File: config.mk
export PLATFORM = sky130hd
export DESIGN_NAME = sdram_arbiter
export DESIGN_NICKNAME = d
export VERILOG_FILES = /design/src/rtl/sdram_arb_pkg.sv /design/src/rtl/sdram_arb_rr2.sv /design/src/rtl/sdram_arbiter.sv
export SDC_FILE = /design/constraint.sdc
export NUM_CORES = 1
export LEC_CHECK = 0
export ABC_CLOCK_PERIOD_IN_PS = 4100
export BUFFER_PORTS_ARGS = -buffer_cell sky130_fd_sc_hd__buf_2
export CAP_MARGIN = 25
export CORE_MARGIN = 2
export CORE_UTILIZATION = 48
export DETAILED_ROUTE_END_ITERATION = 8
export PLACE_DENSITY_LB_ADDON = 0.3
export SLEW_MARGIN = 10
export SYNTH_ARGS = -nofsm -noshare
export SYNTH_HDL_FRONTEND = slang
export SYNTH_SLANG_ARGS = --single-unit
File: constraint.sdc
create_clock -name clk -period 4.1 [get_ports clk]
set_input_delay 0.82 -clock clk [delete_from_list [all_inputs] [get_ports clk]]
set_output_delay 0.82 -clock clk [all_outputs]
set_load 0.05 [all_outputs]
File: src/rtl/sdram_arb_pkg.sv
`default_nettype none
// ============================================================================
// Module      : sdram_arb_pkg
// Description : Shared types and constants for the two-port SDRAM arbiter:
//               FSM state encoding, requester port indices, default timeout
//               and the data word returned on a timed-out transaction.
// Revision    : 1.0 - initial release
// ============================================================================
package sdram_arb_pkg;

  typedef enum logic [2:0] {
    ST_IDLE     = 3'd0,
    ST_ISSUE    = 3'd1,
    ST_ACCEPT   = 3'd2,
    ST_COMPLETE = 3'd3,
    ST_RESP     = 3'd4
  } state_e;

  localparam int PORT_SPI = 0;  // SPI host bridge
  localparam int PORT_CPU = 1;  // fxcpu

  localparam int TIMEOUT_DEFAULT = 1024;

  localparam logic [15:0] ERR_RDATA = 16'hDEAD;

endpackage
`default_nettype wire

File: src/rtl/sdram_arb_rr2.sv
`default_nettype none
// ============================================================================
// Module      : sdram_arb_rr2
// Description : Combinational two-way round-robin selector. When both ports
//               request, the port that was NOT granted last wins; a lone
//               requester always wins.
// Ports       : req   - per-port request
//               last  - index of the port granted most recently
//               grant - one-hot grant (zero when no request)
//               valid - at least one request present
// Revision    : 1.0 - initial release
// ============================================================================
module sdram_arb_rr2
  import sdram_arb_pkg::*;
(
  input  logic [1:0] req,
  input  logic       last,
  output logic [1:0] grant,
  output logic       valid
);

  always_comb begin
    grant = req;
    if (req == 2'b11) begin
      grant = last ? (2'b01 << PORT_SPI) : (2'b01 << PORT_CPU);
    end
  end

  assign valid = |req;

endmodule
`default_nettype wire

File: src/rtl/sdram_arbiter.sv
`default_nettype none
// ============================================================================
// Module      : sdram_arbiter
// Description : Arbitrates two requesters (SPI host bridge, fxcpu) onto a
//               single sdram_controller. One transaction in flight at a time,
//               round-robin on contention, per-transaction timeout.
// Ports       : clk, rst                     - clock, sync active-high reset
//               m_req/m_we/m_addr/m_wdata    - per-requester request side
//               m_ack/m_err/m_rdata          - per-requester response side
//               wr_addr/wr_data/wr_enable    - controller write command
//               rd_addr/rd_enable            - controller read command
//               rd_data/rd_ready/busy        - controller status/return
// Revision    : 1.0 - initial release
// ============================================================================
module sdram_arbiter
  import sdram_arb_pkg::*;
#(
  parameter int TIMEOUT_CYCLES = TIMEOUT_DEFAULT,
  parameter int ADDR_W         = 32
) (
  input  logic                   clk,
  input  logic                   rst,
  input  logic [1:0]             m_req,
  input  logic [1:0]             m_we,
  input  logic [1:0][ADDR_W-1:0] m_addr,
  input  logic [1:0][15:0]       m_wdata,
  output logic [1:0]             m_ack,
  output logic [1:0]             m_err,
  output logic [15:0]            m_rdata,
  output logic [ADDR_W-1:0]      wr_addr,
  output logic [15:0]            wr_data,
  output logic                   wr_enable,
  output logic [ADDR_W-1:0]      rd_addr,
  output logic                   rd_enable,
  input  logic [15:0]            rd_data,
  input  logic                   rd_ready,
  input  logic                   busy
);

  localparam int CNT_W = (TIMEOUT_CYCLES > 1) ? $clog2(TIMEOUT_CYCLES) : 1;

  state_e              state_q;
  logic                sel_q;      // granted port index
  logic                last_q;     // port granted by the previous transaction
  logic                we_q;
  logic [ADDR_W-1:0]   addr_q;
  logic [15:0]         wdata_q;
  logic [CNT_W-1:0]    cnt_q;
  logic                rd_hit_q;   // read data already captured in ACCEPT
  logic [1:0]          m_ack_q;
  logic [1:0]          m_err_q;
  logic [15:0]         m_rdata_q;
  logic                wr_enable_q;
  logic                rd_enable_q;

  logic [1:0]          w_grant;
  logic                w_valid;
  logic                w_sel;
  logic                w_timeout;

  sdram_arb_rr2 u_rr2 (
    .req   (m_req),
    .last  (last_q),
    .grant (w_grant),
    .valid (w_valid)
  );

  assign w_sel     = w_grant[PORT_CPU] & ~w_grant[PORT_SPI];
  assign w_timeout = (cnt_q == CNT_W'(TIMEOUT_CYCLES - 1));

  always_ff @(posedge clk) begin
    if (rst) begin
      state_q     <= ST_IDLE;
      sel_q       <= 1'b0;
      last_q      <= 1'b1;         // port 0 wins the first tie
      we_q        <= 1'b0;
      addr_q      <= '0;
      wdata_q     <= '0;
      cnt_q       <= '0;
      rd_hit_q    <= 1'b0;
      m_ack_q     <= '0;
      m_err_q     <= '0;
      m_rdata_q   <= '0;
      wr_enable_q <= 1'b0;
      rd_enable_q <= 1'b0;
    end else begin
      // Pulsed outputs default low; they are raised only on the edge
      // entering ISSUE (enables) or RESP (ack/err).
      m_ack_q     <= '0;
      m_err_q     <= '0;
      wr_enable_q <= 1'b0;
      rd_enable_q <= 1'b0;

      case (state_q)
        ST_IDLE: begin
          if (!busy && w_valid) begin
            sel_q       <= w_sel;
            we_q        <= m_we[w_sel];
            addr_q      <= m_addr[w_sel];
            wdata_q     <= m_wdata[w_sel];
            wr_enable_q <= m_we[w_sel];
            rd_enable_q <= ~m_we[w_sel];
            cnt_q       <= '0;
            rd_hit_q    <= 1'b0;
            state_q     <= ST_ISSUE;
          end
        end

        ST_ISSUE, ST_ACCEPT, ST_COMPLETE: begin
          if (w_timeout) begin
            m_ack_q[sel_q] <= 1'b1;
            m_err_q[sel_q] <= 1'b1;
            m_rdata_q      <= ERR_RDATA;
            state_q        <= ST_RESP;
          end else begin
            cnt_q <= cnt_q + CNT_W'(1);
            case (state_q)
              ST_ISSUE: state_q <= ST_ACCEPT;
              ST_ACCEPT: begin
                if (busy || (!we_q && rd_ready)) begin
                  // A controller that answers a read without ever showing
                  // busy would otherwise have its single rd_ready lost.
                  if (!we_q && rd_ready) begin
                    m_rdata_q <= rd_data;
                    rd_hit_q  <= 1'b1;
                  end
                  state_q <= ST_COMPLETE;
                end
              end
              ST_COMPLETE: begin
                if (we_q ? !busy : (rd_hit_q || rd_ready)) begin
                  if (!we_q && !rd_hit_q) begin
                    m_rdata_q <= rd_data;
                  end
                  m_ack_q[sel_q] <= 1'b1;
                  state_q        <= ST_RESP;
                end
              end
              default: state_q <= ST_IDLE;
            endcase
          end
        end

        ST_RESP: begin
          last_q  <= sel_q;
          state_q <= ST_IDLE;
        end

        default: state_q <= ST_IDLE;
      endcase
    end
  end

  assign m_ack     = m_ack_q;
  assign m_err     = m_err_q;
  assign m_rdata   = m_rdata_q;
  assign wr_addr   = addr_q;
  assign rd_addr   = addr_q;
  assign wr_data   = wdata_q;
  assign wr_enable = wr_enable_q;
  assign rd_enable = rd_enable_q;

endmodule
`default_nettype wire

---- Word-level counts from Yosys, hierarchy flattened ----
Cells that the tools add are included.
word-level totals
  flip-flop bits (word level) ............. 87
  bits in latches ......................... 0
  bits in writable memories ............... 0
  bits in read-only memories .............. 0
  output and inout port bits .............. 102
  word-level logic and storage cells ...... 98
  memories ................................ 0
cells by class
  add/subtract/negate cells ............... 1
  multipliers ............................. 0
  div/mod/pow operators ................... 0
  order comparisons ....................... 3
  eq/ne operators ......................... 17
  shift-type cells ........................ 0
  multiplexer cells ....................... 35
  bitwise operators ....................... 7
  reduce and logical (&&, ||, !) cells .... 22
operators with widths
  operator                                             number
  two-way mux 16 bit                                   7
  two-way mux 32 bit                                   2
  case mux 16 bit (2 select lines)                     1
  two-way mux 10 bit                                   2
  case mux 10 bit (2 select lines)                     1
  two-way mux 3 bit                                    4
  inequality test 3 bit, second input constant         4
  AND reduction 6 bit                                  2
  adder 10 x 1 -> 10 bit, second input constant        1
  equality test 10 bit, second input constant          1
  two-way mux 2 bit                                    5
  inequality test 2 bit, second input constant         5
  two-way mux 1 bit                                    9
  case mux 3 bit (3 select lines)                      1
  OR reduction 3 bit                                   3
  inequality test 4 bit, second input constant         2
  equality test 3 x 2 -> 1 bit, second input constant  2
  NOT 1 bit                                            6
  case mux 3 bit (2 select lines)                      1
  AND reduction 3 bit                                  2
  logical AND 1 bit                                    4
  < comparator 1 x 2 -> 1 bit, second input constant   2
  OR reduction 2 bit                                   2
  equality test 3 x 1 -> 1 bit, second input constant  1
  other kinds (12)                                     15

---- Depth between registers and ports, before layout ----
  depth after elaboration ................. 7
  mapped depth ............................ 7
  gate-level depth less buffers ........... 5

---- Cells and area by module ----
Synthesis repeated with hierarchy kept, for this count alone.
second synthesis, totals
  cell total of the unflattened synthesis .. 429
  area total of the unflattened synthesis .. 4106.4 um^2
modules (own cells, without submodules)
  module         instances  cells each  area an instance (um^2)  seq. area each (um^2)
  sdram_arbiter  1          425         4081.4                   1741.7
  sdram_arb_rr2  1          4           25.0                     0.0

---- Least setup slack after synthesis ----
Ideal clock, no wire load.
  path kind ............................... in2reg
  from .................................... in busy
  to ...................................... reg cnt_q[7]
  library setup time ...................... 0.070 ns
  arrival time ............................ 1.917 ns
  slack ................................... 2.112 ns
  cell stages on the path ................. 4
  cells stage by stage .................... o21bai_1 -> a2111o_1 -> or4_1 -> a21oi_1
on the way
  word-level cells in the longest chain between the ends .. 4
ends and longest elaborated chain
  what                                    RTL line              RTL
  start, declared                         sdram_arbiter.sv:37   input logic busy
  logical NOT 1 bit                       sdram_arbiter.sv:96   if (!busy && w_valid) begin
  logical AND 1 bit                       sdram_arbiter.sv:96
  inequality test 2 bit (no source line)  --
  AND reduction 3 bit (no source line)    --
  end signal, assigned                    sdram_arbiter.sv:116  cnt_q <= cnt_q + CNT_W'(1);
  end, declared                           sdram_arbiter.sv:48   logic [CNT_W-1:0] cnt_q;
No other way between the ends.
A chain may end at the register's enable or synchronous reset.

---- Worst setup path in the final report ----
  from .................................... reg cnt_q[0]
  to ...................................... reg m_rdata_q[11] (netlist: m_rdata[11])
on the way
  word-level cells in the longest chain between the ends .. 3
  elaborated cells between the ends (all ways) .. 8
  classes of those cells .................. eq/ne (5); mux (1); reduce/logical (2)
ends and longest elaborated chain
  what                                                                          RTL line              RTL
  equality test 10 bit (*)                                                      sdram_arbiter.sv:69   assign w_timeout = (cnt_q == CNT_W'(TIMEOUT_CYCLES - 1));
  inequality test 3 bit (no source line) or nonzero test 3 bit (tied branches)  --
  AND reduction 6 bit (no source line)                                          --
  end signal, assigned                                                          sdram_arbiter.sv:124  m_rdata_q <= rd_data;
  end signal, assigned                                                          sdram_arbiter.sv:133  m_rdata_q <= rd_data;
  end, declared                                                                 sdram_arbiter.sv:52   logic [15:0] m_rdata_q;
Every way passes the cells marked *; elsewhere a longest branch is shown, timed or not.

==> flow_metrics.tcl <==
set metrics [dict create \
    status "finished clean" \
    dieWidth_um 96.2 \
    synth_area_sq_um 4080 \
    grt_pass1_wl_mm 14.8 \
    path_clk_slew_ps 80 \
    gp_congestion 0.824 \
    powerDensity_nw_per_um2 438 \
    synth_top_flop_cell "dfxtp_1" \
    avgSynthCellArea_sq_um 9.55 \
    avgRoutedWirePerCell_um 14.4 \
    slew_headroom 0.381 \
    cap_violations 0 \
    start_util 0.496 \
    endpoint_kind "register" \
    area.growth.synth_to_final_pct 25.2 \
    worstPathArrival_ps 2460 \
    cts.path.max_buffers 2 \
    final_area_sq_um 5110 \
    crit_path_start_kind "register" \
    cts_resized 0 \
    cts_tree "yes" \
    antenna_found_initial 0 \
    dp_hpwl_mm 7.53 \
    dp_slack_ps 1670 \
    setup_slack_ps 1920 \
    dr_total_vias 3733 \
    grt_max_degree 100 \
    setup-tns-final_ps 0 \
    ys_ff_latch 87 \
    tightest_slew_ps 928 \
    cts_setup_buffers 0 \
    routed_via_density 5.30 \
    fillCellCount 727 \
    yosys_warnings 0 \
    finalSetupViolCount 0 \
    yosysUniqueCellTypes 49 \
    fin_crit_sh 0.531 \
    syn_nets 548 \
    die_area_sq_um 9250 \
    dp_cells 690 \
    routed_wl_mm 10.2 \
    power_w 0.00224 \
    cts_hold_buf 0 \
    cts_root_buf "clkbuf_8" \
    worstPathRequired_ps 4380 \
    remaining_drc_errors 0 \
    core_area_sq_um 8220 \
    slew_violations 0 \
    place_area_sq_um 4930 \
    crit_type "register to register" \
    reg2reg_depth 5 \
    power.leakage_nw 2.36 \
    hold_depth 2 \
    finalHoldViolCount 0 \
    grt_setup_unrepaired "no" \
    cts_num_sinks 87 \
    firstDrtPassIters 4 \
    clk-insertion-delay-late_ps 330 \
    ios 222 \
    gr-total-overflow 0 \
    max-vdd-ir-drop_mv 0.184 \
    diodes 0 \
    ant_nets 0 \
    synthArstFlopShare 0 \
    fp.dieH_um 96.2 \
    finClkSkew_ps 12.7 \
    place.port_buffers 221 \
    synth_edf_count 0 \
    grt_pass1_vias 3215 \
    critical_path_peak_fanout 16 \
    layout.cells.non_filler 705 \
    syn_inst 427 \
    fmax_ghz 0.459 \
    ys_seq_area_frac 0.427 \
    htree_levels 3 \
    period_needed_ps 2180 \
    track_usage 0.203 \
    drive_gt1_frac 0.427 \
    cts_buffers 9 \
    rows 33 \
    drt_iter0_drc 117 \
    fin_nets 717 \
    hold_path_class "register to register" \
]
[logic make-up after synthesis]
logic type,Yosys count,share of synthesized area
muxes,50,0.123
DFF,87,0.427
buffers and inverters,73,0.110
adders and majority gates,1,0.00307
AOI/OAI and AO/OA,106,0.201
and+or+nand+nor,110,0.135
[report_power, final]
| part | switching (W) | internal (W) |
|---|---|---|
| Clock | 0.000280 | 0.000280 |
| Combinational | 0.000516 | 0.000196 |
| Sequential | 0.0000534 | 0.000912 |
[synthesized netlist by cell type, drive strengths merged, types with 4 or more instances]
cell    instances  area [sq um]
dfxtp          87          1740
nor2           54           219
buf            53           374
mux2i          49           490
a211oi         48           360
a21oi          18           101
nand2          17          63.8
clkbuf         13          50.0
o221a          11           124
inv             7          26.3
nand3           5          25.0
o32ai           5          43.8
and3            4          25.0
nor3            4          20.0
[flip-flops by register name (all words and copies together), names as in the netlist]
register and count:
state_q 3, m_rdata 16, cnt_q 10, rd_addr 32
rd_enable 1, sel_q 1, last_q 1, wr_enable 1
wr_data 16, m_err 2, rd_hit_q 1, we_q 1
m_ack 2
[cell usage in the layout (no fill, tap or decap), types with 4 or more instances in the layout]
cell      instances
dfxtp_1          87
a211oi_1         48
clkbuf_8          9
buf_2           221
o221a_2          11
nand2_1          17
o32ai_1           5
nor2_1           53
nor3_1            4
and3_1            4
nand3_1           5
a21oi_1          17
mux2i_1          49
inv_1             7
[path summary, 6_finish.rpt]
kind	slack, ps	from	endpoint
max reg2reg	1920	cnt_q[0]$_SDFFE_PP0P_	m_rdata[11]$_SDFFE_PP0P_
max	1920	cnt_q[0]$_SDFFE_PP0P_	m_rdata[11]$_SDFFE_PP0P_
min reg2reg	470	m_rdata[6]$_SDFFE_PP0P_	m_rdata[6]$_SDFFE_PP0P_
min	470	m_rdata[6]$_SDFFE_PP0P_	m_rdata[6]$_SDFFE_PP0P_
[layout make-up]
type / instances / area [sq um] / share of cell area
Sequential cell: 87 / 1740 / 0.341
Inverter: 7 / 26.3 / 0.00514
Clock inverter: 3 / 45.0 / 0.00882
Clock buffer: 12 / 135 / 0.0265
Multi-Input combinational cell: 267 / 1900 / 0.372
Tap cell: 105 / 131 / 0.0257
Timing Repair Buffer: 224 / 1130 / 0.221
[per-stage QoR]
stage | hold WS (ps) | utilization
after floorplan | 455 | -
after global placement | 458 | 0.600
after detailed placement | 462 | 0.600
after CTS | 475 | 0.622
after global routing | 500 | 0.622
final | 474 | 0.622
[worst max-delay path, stage by stage (launching register included)]
cell      delay [ps]
dfxtp_1          400
ha_1             240
and4_1           320
nand3_1          310
nand2b_1         550
o221a_2          310
[layer usage]
| layer | GRT usage | wire length, um | vias to the layer above |
|---|---|---|---|
| li1 | - | - | 1893 |
| met1 | 0.254 | 4220 | 1697 |
| met2 | 0.339 | 5080 | 135 |
| met3 | 0.0454 | 756 | 8 |
| met4 | 0.0762 | 96 | 0 |
| met5 | 0 | 0 | - |
Note: power is estimated with default switching activity, not from simulation.
